### config.mk
export PLATFORM = sky130hd
export DESIGN_NAME = sync_fifo_flex
export DESIGN_NICKNAME = d
export VERILOG_FILES = /design/src/rtl/sync_fifo_flex.sv
export SDC_FILE = /design/constraint.sdc
export NUM_CORES = 1
export LEC_CHECK = 0
export BUFFER_PORTS_ARGS = -buffer_cell sky130_fd_sc_hd__buf_2
export CAP_MARGIN = 20
export CORE_UTILIZATION = 61
export CTS_CLUSTER_DIAMETER = 100
export CTS_CLUSTER_SIZE = 20
export DETAILED_ROUTE_END_ITERATION = 8
export GPL_TIMING_DRIVEN = 0
export PLACE_DENSITY_LB_ADDON = 0.12
export SLEW_MARGIN = 25
export SYNTH_ARGS = -nofsm -noshare
export SYNTH_HDL_FRONTEND = slang
export SYNTH_SLANG_ARGS = --single-unit
export TNS_END_PERCENT = 30
### constraint.sdc
create_clock -name clk -period 6.1 [get_ports clk]
set_clock_uncertainty 0.05 [all_clocks]
set_input_delay 0.305 -clock clk [delete_from_list [all_inputs] [get_ports clk]]
set_output_delay 0.305 -clock clk [all_outputs]
set_load 0.005 [all_outputs]
### src/rtl/sync_fifo_flex.sv
// Single-clock FIFO with selectable first-word-fall-through or registered read,
// occupancy level, almost-full/almost-empty thresholds and sticky error flags.
module sync_fifo_flex #(
    parameter int ADDR_WIDTH    = 3,
    parameter int DATA_WIDTH    = 8,
    parameter int FWFT          = 1,
    parameter int AFULL_THRESH  = 6,
    parameter int AEMPTY_THRESH = 1
) (
    input  logic                  clk,
    input  logic                  reset,
    input  logic                  wen,
    input  logic [DATA_WIDTH-1:0] wdata,
    output logic                  wfull,
    output logic                  walmost_full,
    input  logic                  ren,
    output logic [DATA_WIDTH-1:0] rdata,
    output logic                  rvalid,
    output logic                  rempty,
    output logic                  ralmost_empty,
    output logic [ADDR_WIDTH:0]   level,
    output logic                  overflow,
    output logic                  underflow,
    input  logic                  err_clr
);

    localparam int DEPTH = 2 ** ADDR_WIDTH;
    localparam logic [ADDR_WIDTH:0]   DEPTH_L  = (ADDR_WIDTH + 1)'(DEPTH);
    localparam logic [ADDR_WIDTH:0]   AFULL_L  = (ADDR_WIDTH + 1)'(AFULL_THRESH);
    localparam logic [ADDR_WIDTH:0]   AEMPTY_L = (ADDR_WIDTH + 1)'(AEMPTY_THRESH);
    localparam logic [ADDR_WIDTH:0]   LVL_ONE  = (ADDR_WIDTH + 1)'(1);
    localparam logic [ADDR_WIDTH-1:0] PTR_ONE  = ADDR_WIDTH'(1);

    logic [DATA_WIDTH-1:0] mem [DEPTH];
    logic [ADDR_WIDTH-1:0] wptr;
    logic [ADDR_WIDTH-1:0] rptr;
    logic [ADDR_WIDTH:0]   level_q;
    logic                  wa;
    logic                  ra;

    // Handshake: a word is written when wen=1 and wfull=0 at a clk edge, and
    // popped when ren=1 and rempty=0; requests against full/empty are dropped.
    assign wa = wen & ~wfull;
    assign ra = ren & ~rempty;

    // Full/empty come only from the level register; pointers wrap freely.
    assign level         = level_q;
    assign wfull         = (level_q == DEPTH_L);
    assign rempty        = (level_q == '0);
    assign walmost_full  = (level_q >= AFULL_L);
    assign ralmost_empty = (level_q <= AEMPTY_L);

    always_ff @(posedge clk) begin
        if (reset) begin
            wptr    <= '0;
            rptr    <= '0;
            level_q <= '0;
        end else begin
            if (wa) wptr <= wptr + PTR_ONE;
            if (ra) rptr <= rptr + PTR_ONE;
            case ({wa, ra})
                2'b10:   level_q <= level_q + LVL_ONE;
                2'b01:   level_q <= level_q - LVL_ONE;
                default: level_q <= level_q;
            endcase
        end
    end

    always_ff @(posedge clk) begin
        if (wa && !reset) mem[wptr] <= wdata;
    end

    // A new error in the same cycle as err_clr keeps the flag set.
    always_ff @(posedge clk) begin
        if (reset) begin
            overflow  <= 1'b0;
            underflow <= 1'b0;
        end else begin
            if (wen && wfull)  overflow <= 1'b1;
            else if (err_clr)  overflow <= 1'b0;
            if (ren && rempty) underflow <= 1'b1;
            else if (err_clr)  underflow <= 1'b0;
        end
    end

    generate
        if (FWFT != 0) begin : g_fwft
            assign rdata  = mem[rptr];
            assign rvalid = ~rempty;
        end else begin : g_reg
            logic [DATA_WIDTH-1:0] rdata_q;
            logic                  rvalid_q;

            // rdata holds its last word while no read is accepted.
            always_ff @(posedge clk) begin
                if (reset) begin
                    rdata_q  <= '0;
                    rvalid_q <= 1'b0;
                end else begin
                    rvalid_q <= ra;
                    if (ra) rdata_q <= mem[rptr];
                end
            end

            assign rdata  = rdata_q;
            assign rvalid = rvalid_q;
        end
    endgenerate

endmodule

# Word-level counts from Yosys, hierarchy flattened
# Memory sizes are Yosys's and may differ from the RTL's. A register that Yosys moved wholly into a read port is not among the register bits.
# Cells that the tools add are included.
dict set report classes {
  n_addsub 4
  magnitude_cmp 2
  eq_ne 3
  n_mux 8
  bitwise_logic 4
  n_reduce_logical 8
}
# cell count
set ops {}
lappend ops {{$pmux 4 s2} 1}
lappend ops {{$add 3x1->3 const B} 2}
lappend ops {{$mux 3} 2}
lappend ops {{$reduce_bool 2->1} 3}
lappend ops {{$mux 1} 5}
lappend ops {{$add 4x1->4 const B} 1}
lappend ops {{$eq 4x4->1 const B} 1}
lappend ops {{$ge 4x3->1 const B} 1}
lappend ops {{$le 4x1->1 const B} 1}
lappend ops {{$logic_not 4->1} 1}
lappend ops {{$sub 4x1->4 const B} 1}
lappend ops {{$logic_and 1x1->1} 3}
lappend ops {{$and 1x1->1} 2}
lappend ops {{$eq 2x1->1 const B} 1}
lappend ops {{$eq 2x2->1 const B} 1}
lappend ops {{$not 1->1} 2}
lappend ops {{$logic_not 1->1} 1}
dict set report totals {
  ff_bits 12
  mem_bits_rw 64
  n_memories 1
}
# memory depth word_bits rd rd_clocked_by_memory_dff write_ports line_no
set mem_list {}
lappend mem_list {mem 8 8 1 1 1 34} ;# logic [DATA_WIDTH-1:0] mem [DEPTH];

# Longest topological paths before layout
# Gate-level depths: netlist of the first run.
dict set report depth {
  depth_word 6
  depth_mapped 9
  depth_no_buf 9
}

# Worst setup path after synthesis of the first run
# Ideal clock, no wire load.
dict set report synth_timing {
  path_kind {register -> register}
  from {register level_q[0] (netlist: level[0])}
  to {register level_q[3] (netlist: level[3])}
  setup_time_ns 0.121
  t_arrival_ns 2.311
  required_ns 5.929
  setup_slack_ns 3.618
  stages_incl_launch_ff 10
  period_less_slack_ns 2.482
  path_cell_list {dfxtp_1 > inv_1 > ha_1 > or3b_2 > inv_1 > nor2_1 > ha_1 > or4b_1 > a21oi_1 > mux2_2}
}
dict set report synth_between {
  elab_chain_cells 5
  word_cells_on_any_way 12
  cone_classes {add/sub: 2; eq/ne: 3; mux: 1; bitwise: 4; reduce/logical: 2}
}
# item line_no
set synth_rtl {}
lappend synth_rtl {{start: declaration} 37} ;# logic [ADDR_WIDTH:0] level_q;
lappend synth_rtl {{start signal: assignment} 62} ;# 2'b10: level_q <= level_q + LVL_ONE;
lappend synth_rtl {{start signal: assignment} 63} ;# 2'b01: level_q <= level_q - LVL_ONE;
lappend synth_rtl {{start signal: assignment} 64} ;# default: level_q <= level_q;
lappend synth_rtl {{$logic_not 4->1 (*)} 49} ;# assign rempty = (level_q == '0);
lappend synth_rtl {{$not 1->1 (*)} n/a}
lappend synth_rtl {{via rvalid} 18} ;# output logic rvalid,
lappend synth_rtl {{$and 1x1->1 (*)} 44} ;# assign ra = ren & ~rempty;
lappend synth_rtl {{via ra} 39} ;# logic ra;
lappend synth_rtl {{$eq 2x1->1 / $eq 2x2->1 (equally long branches)} 61} ;# case ({wa, ra})
lappend synth_rtl {{$pmux 4 s2 / $reduce_bool 2->1 (equally long branches)} n/a}
# Mark *: on every way through the listed nets, which the timed path passes. The rest lies on a longest branch.
# A chain may end at the register's enable or synchronous reset.

# Final worst setup path of the first run
dict set report layout_timing {
  from {register level_q[0] (netlist: level[0])}
  to {register level_q[3] (netlist: level[3])}
}
dict set report layout_between {
  elab_chain_cells 5
  word_cells_on_any_way 12
  cone_classes {add/sub: 2; eq/ne: 3; mux: 1; bitwise: 4; reduce/logical: 2}
}
# item line_no
set layout_rtl {}
lappend layout_rtl {{$logic_not 4->1 (*)} 49}
lappend layout_rtl {{$not 1->1 (*)} 44}
lappend layout_rtl {{$and 1x1->1 (*)} 44}
lappend layout_rtl {{via ra} 39}
lappend layout_rtl {{$eq 2x1->1 / $eq 2x2->1 (equally long branches)} 61}
lappend layout_rtl {{$pmux 4 s2 / $reduce_bool 2->1 (equally long branches)} n/a}
# Marks and branches as above.

==> results.json, run 1 <==
{
  "status": "complete, no violations",
  "avgRoutedWirePerCell_um": 18.38,
  "crit_path_end_kind": "register",
  "grtUsageTotal_pct": 22.24,
  "drc": 0,
  "path_cells": "inv_1 -> ha_1 -> or3b_2 -> inv_1 -> nor2_1 -> ha_1 -> or4b_1 -> a21oi_1 -> mux2_2",
  "cts-root-buf": "clkbuf_8",
  "final_util_pct": 72.81,
  "critPathLaunchType": "register",
  "insertion_delay_ns": 0.33,
  "grt_first_pass_wirelength_mm": 8.411,
  "setup.worst_path.start": "level[0]$_SDFFE_PP0P_",
  "avgViaCountPerCell": 5.805,
  "stdcell_area_mm2": 0.003719,
  "seq_area_mm2": 0.002222,
  "finalHoldViolations": 0,
  "pwr-share-clk_pct": 27.3,
  "r2r_end": "level[3]$_SDFFE_PP0P_",
  "cp_num_cells": 9,
  "worstMarginPinSlew_ns": 0.8378,
  "synth.area.mux_share_pct": 16.26,
  "dpl.hpwl_mm": 3.773,
  "cts.path.max_buffers": 2,
  "internal_power_uw": 943.4,
  "synth_adder_area_share_pct": 2.697,
  "htree_levels": 3,
  "yosysSeqAreaShare_pct": 68.44,
  "syn-num-nets": 204,
  "grt_max_degree": 13,
  "hold_class": "in -> reg",
  "synth_area_leaders": "edfxtp_1, mux4_1, dfxtp_1, mux2_2, ha_1",
  "synth-seq-cells": 79,
  "fin_crit_ns": 2.731,
  "fin_hold_ws_ns": 0.1846,
  "arrival_ns": 2.91,
  "timing.rr.start": "level[0]$_SDFFE_PP0P_",
  "async_reset_ff_share_pct": 0,
  "netlist_area_mm2": 0.003247,
  "cap_viol_max_count": 0,
  "powerDensity_mw_per_mm2": 342.0,
  "io-pin-count": 32,
  "combinationalPowerShare_pct": 22.8,
  "synthXorXnorAreaFrac_pct": 0.5395,
  "nNetsFinal": 248,
  "cts_setup_buffers": 0,
  "vdd_drop_max_mv": 0.2272,
  "initial_core_util_pct": 63.57,
  "io_buffers": 30,
  "die-area_mm2": 0.005618,
  "grt.overflow.total": 0,
  "place_ws_ns": 3.355,
  "ant_nets": 0,
  "cts_made_buffers": 9,
  "rows": 26,
  "dpl_cell_area_mm2": 0.003538,
  "synth_area_per_cell_um2": 17.65,
  "vias": 1759,
  "period_share_pct": 44.77,
  "first_pass_iters": 4,
  "syn_inst": 184,
  "fmaxAchievable_ghz": 0.3662,
  "synth-simple-area-share_pct": 6.089,
  "critical_path_class": "reg -> reg",
  "synth_common_cells": "edfxtp_1, dfxtp_1, mux4_1",
  "cts_sinks": 79,
  "static-leakage-power_uw": 0.001337,
  "path_buf_inv": 2,
  "reg2reg_slack_ns": 3.37,
  "drt_wl_total_mm": 5.570,
  "seq_power_share_pct": 49.9,
  "switching_share_pct": 25.81,
  "core-area_mm2": 0.005107,
  "critPathSlowestCell": "dfxtp_1",
  "critPathMaxFanout": 7,
  "gp_congestion": 0.7703,
  "worstPathRequired_ns": 6.28,
  "crit_family": "simple AND/OR/NAND/NOR gates",
  "ctsResizeCount": 0,
  "synth_cell_type_count": 34,
  "antenna_found_initial": 0,
  "grt_pass1_vias": 1724,
  "synth_top_family_by_area": "multiplexers",
  "synth-compound-area-share_pct": 3.584,
  "maxSlewViolCount": 0,
  "die_w_um": 74.96,
  "syn_to_final_growth_pct": 14.53,
  "tns_ns": 0,
  "diodes": 0,
  "rsz0062_at_grt": "no",
  "synth_warnings": 0,
  "multi_input_area_um2": 980.9,
  "postCtsHoldBufs": 0,
  "synth_most_common_cell": "edfxtp_1",
  "reg2reg_depth": 9,
  "setup_viol": 0,
  "p_sw_uw": 328.3,
  "drive_gt1_share_pct": 28.33,
  "path_clk_slew_ns": 0.07,
  "slew_headroom_pct": 43.84,
  "cp-endpoint": "level[3]$_SDFFE_PP0P_",
  "setup_ws_ns": 3.369,
  "min_from": "wdata[5]",
  "cts_tree": "built",
  "die_h_um": 74.96,
  "synth_top_area_share_pct": 59.19,
  "synth_top_area_cell": "edfxtp_1",
  "synthFlopType": "edfxtp_1",
  "synth-edff-count": 64,
  "slowest_delay_ns": 0.46,
  "fillers": 332,
  "drt_iter0_drc": 137
}
==> metrics by stage <==
| stage | power, uW | cells |
|---|---|---|
| 3_3_place_gp | 921.4 | 284 |
| 4_1_cts | 1282 | 303 |
| 6_report | 1272 | 303 |
| 5_1_grt | 1333 | 303 |
| 3_5_place_dp | 939.0 | 287 |
| 2_1_floorplan | 839.6 | 184 |
==> registers in the layout (all words and copies together), names as in the netlist, named ones only <==
signal	count
mem	64
level	4
rptr	3
wptr	3
overflow	1
underflow	1
==> layout make-up <==
| class | count | share of cell area [%] |
|---|---|---|
| Inverter | 7 | 0.7066 |
| Tap cell | 70 | 2.355 |
| Timing Repair Buffer | 33 | 4.576 |
| Clock buffer | 16 | 4.845 |
| Sequential cell | 79 | 59.76 |
| Multi-Input combinational cell | 91 | 26.38 |
| Buffer | 7 | 1.380 |
==> logic make-up (layout without fill, tap and decap cells) <==
logic type	after synthesis	in the layout
flip-flops	79	79
adder cells (fa/ha/maj)	7	7
multiplexers	26	26
buffers and inverters	14	63
XOR/XNOR	2	2
AND/OR/NAND/NOR	36	36
AO/OA/AOI/OAI	20	20
==> per-layer routing <==
| metal | track usage, % | part of all wire (%) | vias to the layer above |
|---|---|---|---|
| li1 | - | - | 834 |
| met1 | 23.77 | 39 | 863 |
| met2 | 41.74 | 54 | 53 |
| met3 | 6.560 | 5.6 | 9 |
| met4 | 7.547 | 1.2 | 0 |
| met5 | 0 | 0 | - |
==> placed cells by master (no fill, tap or decap), types with 2 or more instances in the layout <==
cell type	netlist	final
xor2_1	2	2
nand2b_1	2	2
clkbuf_8	0	12
nor2_1	11	11
nand3_1	3	3
mux2_2	9	9
a21oi_1	9	9
dfxtp_1	15	15
nand2_1	2	2
mux4_1	15	15
or3_1	3	3
nand3b_1	2	2
inv_1	7	7
nor2b_1	3	3
o21ai_0	6	6
nor3_2	0	3
buf_2	1	32
clkbuf_1	3	7
nor4_2	0	2
ha_1	7	7
buf_4	0	2
edfxtp_1	64	64
==> power groups by stage <==
stage                     Clock [uW]  Combinational, uW  Sequential, uW
after floorplan                    0                199             641
after global placement             0                280             642
after detailed placement           0                293             646
after CTS                        353                294             635
after global routing             372                322             639
final                            347                290             635
==> how the worst min path moves through the flow <==
stage	cells past startpoint	slack [ns]	to
global route	1	0.18	mem[0][0]$_DFFE_PP_
CTS	1	0.17	mem[4][5]$_DFFE_PP_
finish	1	0.18	mem[4][5]$_DFFE_PP_
detailed placement	2	0.49	rptr[1]$_SDFFE_PP0P_
global placement	2	0.44	rptr[1]$_SDFFE_PP0P_
floorplan	0	0.35	mem[0][0]$_DFFE_PP_
Note: power is estimated with default switching activity, not from simulation.
==> run 2, diff against run 1 <==
CORE_UTILIZATION = 58   (was 61)
clock period = 2.55 ns   (was 6.1 ns; I/O delays follow)
==> run 2 against run 1 <==
- sequential cell count unchanged
- die area up 5.0%
- fmax grew 11%
- first-iteration DRC count is 20% lower
- cell area is 2.9% higher
- utilization increased by 0.22 points
- combinational power rose to 2.7 times the previous value
- clock-buffer cell count fell by 6
- wire length rose by 5.8%
- sequential share of layout area down 1.5 points
- global-route usage rose by 0.30 points
- total power grew 150%
==> results.json, run 2 (synthesized netlist as in run 1, its figures left out) <==
{
  "switching_share_pct": 26.29,
  "seq_power_share_pct": 48.2,
  "gp_congestion": 0.7919,
  "drive_gt1_share_pct": 33.06,
  "cts-root-buf": "clkbuf_8",
  "critPathSlowestCell": "or4b_4",
  "finalNonFillerCells": 312,
  "fillers": 337,
  "finalHoldViolations": 0,
  "slew_headroom_pct": 40.08,
  "avgRoutedWirePerCell_um": 18.89,
  "path_buf_inv": 1,
  "gr-usage-met3_pct": 3.571,
  "core-area_mm2": 0.005238,
  "stdcell_area_mm2": 0.003825,
  "ant_nets": 0,
  "worstMarginPinSlew_ns": 0.8955,
  "first_pass_iters": 4,
  "fmaxAchievable_ghz": 0.4062,
  "grt_max_degree": 13,
  "grt_use_met1_pct": 26.50,
  "busiest_layer": "met2",
  "power_uw": 3161,
  "htree_levels": 3,
  "use_met2_pct": 39.91,
  "rows": 26,
  "arrival_ns": 2.65,
  "cts.path.max_buffers": 2,
  "io_buffers": 30,
  "maxSlewViolCount": 0,
  "period_share_pct": 96.54,
  "path_cells": "inv_1 -> ha_2 -> nand3b_1 -> nand2_2 -> ha_2 -> or4b_4 -> a21oi_2 -> mux2_2",
  "crit_path_end_kind": "register",
  "p_sw_uw": 831.1,
  "min_from": "wdata[5]",
  "setup.worst_path.start": "level[1]$_SDFFE_PP0P_",
  "initial_core_util_pct": 61.99,
  "layout_commonest_cell": "edfxtp_1",
  "slowest_delay_ns": 0.46,
  "grt_first_pass_wirelength_mm": 9.349,
  "vdd_drop_max_mv": 0.5844,
  "cts_sinks": 79,
  "worstPathRequired_ns": 2.73,
  "die-area_mm2": 0.005901,
  "critPathLaunchType": "register",
  "drc": 0,
  "drt_wl_total_mm": 5.895,
  "critical_path_class": "reg -> reg",
  "vias": 1777,
  "crit_family": "simple AND/OR/NAND/NOR gates",
  "cts_made_buffers": 9,
  "timing.rr.start": "level[1]$_SDFFE_PP0P_",
  "avgViaCountPerCell": 5.696,
  "die_h_um": 76.82,
  "diodes": 0,
  "grtUsageTotal_pct": 22.54,
  "cap_viol_max_count": 0,
  "largest_register": "mem",
  "final_cell_mix": "edfxtp_1, buf_2, mux4_1",
  "syn_to_final_growth_pct": 17.80,
  "status": "complete, no violations",
  "pwr-share-clk_pct": 27.0,
  "combinationalPowerShare_pct": 24.8,
  "insertion_delay_ns": 0.34,
  "grt.overflow.total": 0,
  "dp_cells": 287,
  "critPathMaxFanout": 7,
  "dpl_cell_area_mm2": 0.003541,
  "largest_reg_flops": 64,
  "fin_hold_ws_ns": 0.01782,
  "antenna_found_initial": 0,
  "nNetsFinal": 257,
  "dpl.hpwl_mm": 3.852,
  "die_w_um": 76.82,
  "grt_pass1_vias": 1813,
  "drt_iter0_drc": 110,
  "setup_viol": 0,
  "cts_tree": "built",
  "crit_top_cell": "ha_2",
  "path_clk_slew_ns": 0.07,
  "hold_class": "in -> reg",
  "static-leakage-power_uw": 0.001382,
  "fin_crit_ns": 2.462,
  "internal_power_uw": 2330,
  "io-pin-count": 32,
  "powerDensity_mw_per_mm2": 826.5
}
[run 2: changes by cell type in the layout (fill, tap and decap cells not counted), sizes merged]
| cell | delta |
|---|---|
| bufinv | +1 |
| clkbuf | -6 |
| dlygate4sd3 | +4 |
| buf | +5 |
| clkinv | +5 |
[run 2: path summary, 6_finish.rpt]
path / to / slack (ns) / cells past startpoint
min reg2reg: rptr[1]$_SDFFE_PP0P_ / 0.47 / 2
min: mem[4][5]$_DFFE_PP_ / 0.02 / 1
max reg2reg: level[3]$_SDFFE_PP0P_ / 0.09 / 8
max: level[3]$_SDFFE_PP0P_ / 0.09 / 8
[run 2: power by group through the flow]
stage / logic [uW] / registers (uW) / clock network (uW)
final: 785 / 1520 / 852
after global placement: 671 / 1540 / 0
after global routing: 860 / 1530 / 916
after CTS: 731 / 1530 / 871
after floorplan: 475 / 1530 / 0
after detailed placement: 706 / 1550 / 0
[run 2: timing repair]
action                     in CTS  in global routing
hold endpoints to repair       21                  0
resized for setup               6                  6
buffers inserted                2                  3
hold buffers                    4                  0
pin swaps                       0                  1
setup endpoints to repair       1                  2
gates cloned                    0                  0
[run 2: stage by stage]
step	setup TNS, ns	setup slack (ns)	utilization [%]
final	0	0.08825	73.03
after global routing	-0.01038	-0.01038	73.03
after CTS	0	0.001670	72.31
after detailed placement	-0.1901	-0.1901	67.61
after global placement	-17.47	-0.6647	66.53
after floorplan	0	0.06836	-
[run 2: cell type report]
cell class / instances / area [um2] / share of cell area [%]
sequential: 79 / 2230 / 58.29
multi-input combinational: 91 / 1001 / 26.17
timing repair buffer: 42 / 250.2 / 6.542
clock buffer: 10 / 127.6 / 3.337
tap: 70 / 87.58 / 2.290
clock inverter: 6 / 51.30 / 1.341
buffer: 7 / 51.30 / 1.341
inverter: 7 / 26.28 / 0.6869
[run 2: metal layers]
metal | routed length, um | part of all wire [%]
met5 | 0 | 0
met2 | 3157 | 54
met3 | 276 | 4.7
met4 | 63 | 1.1
met1 | 2399 | 41
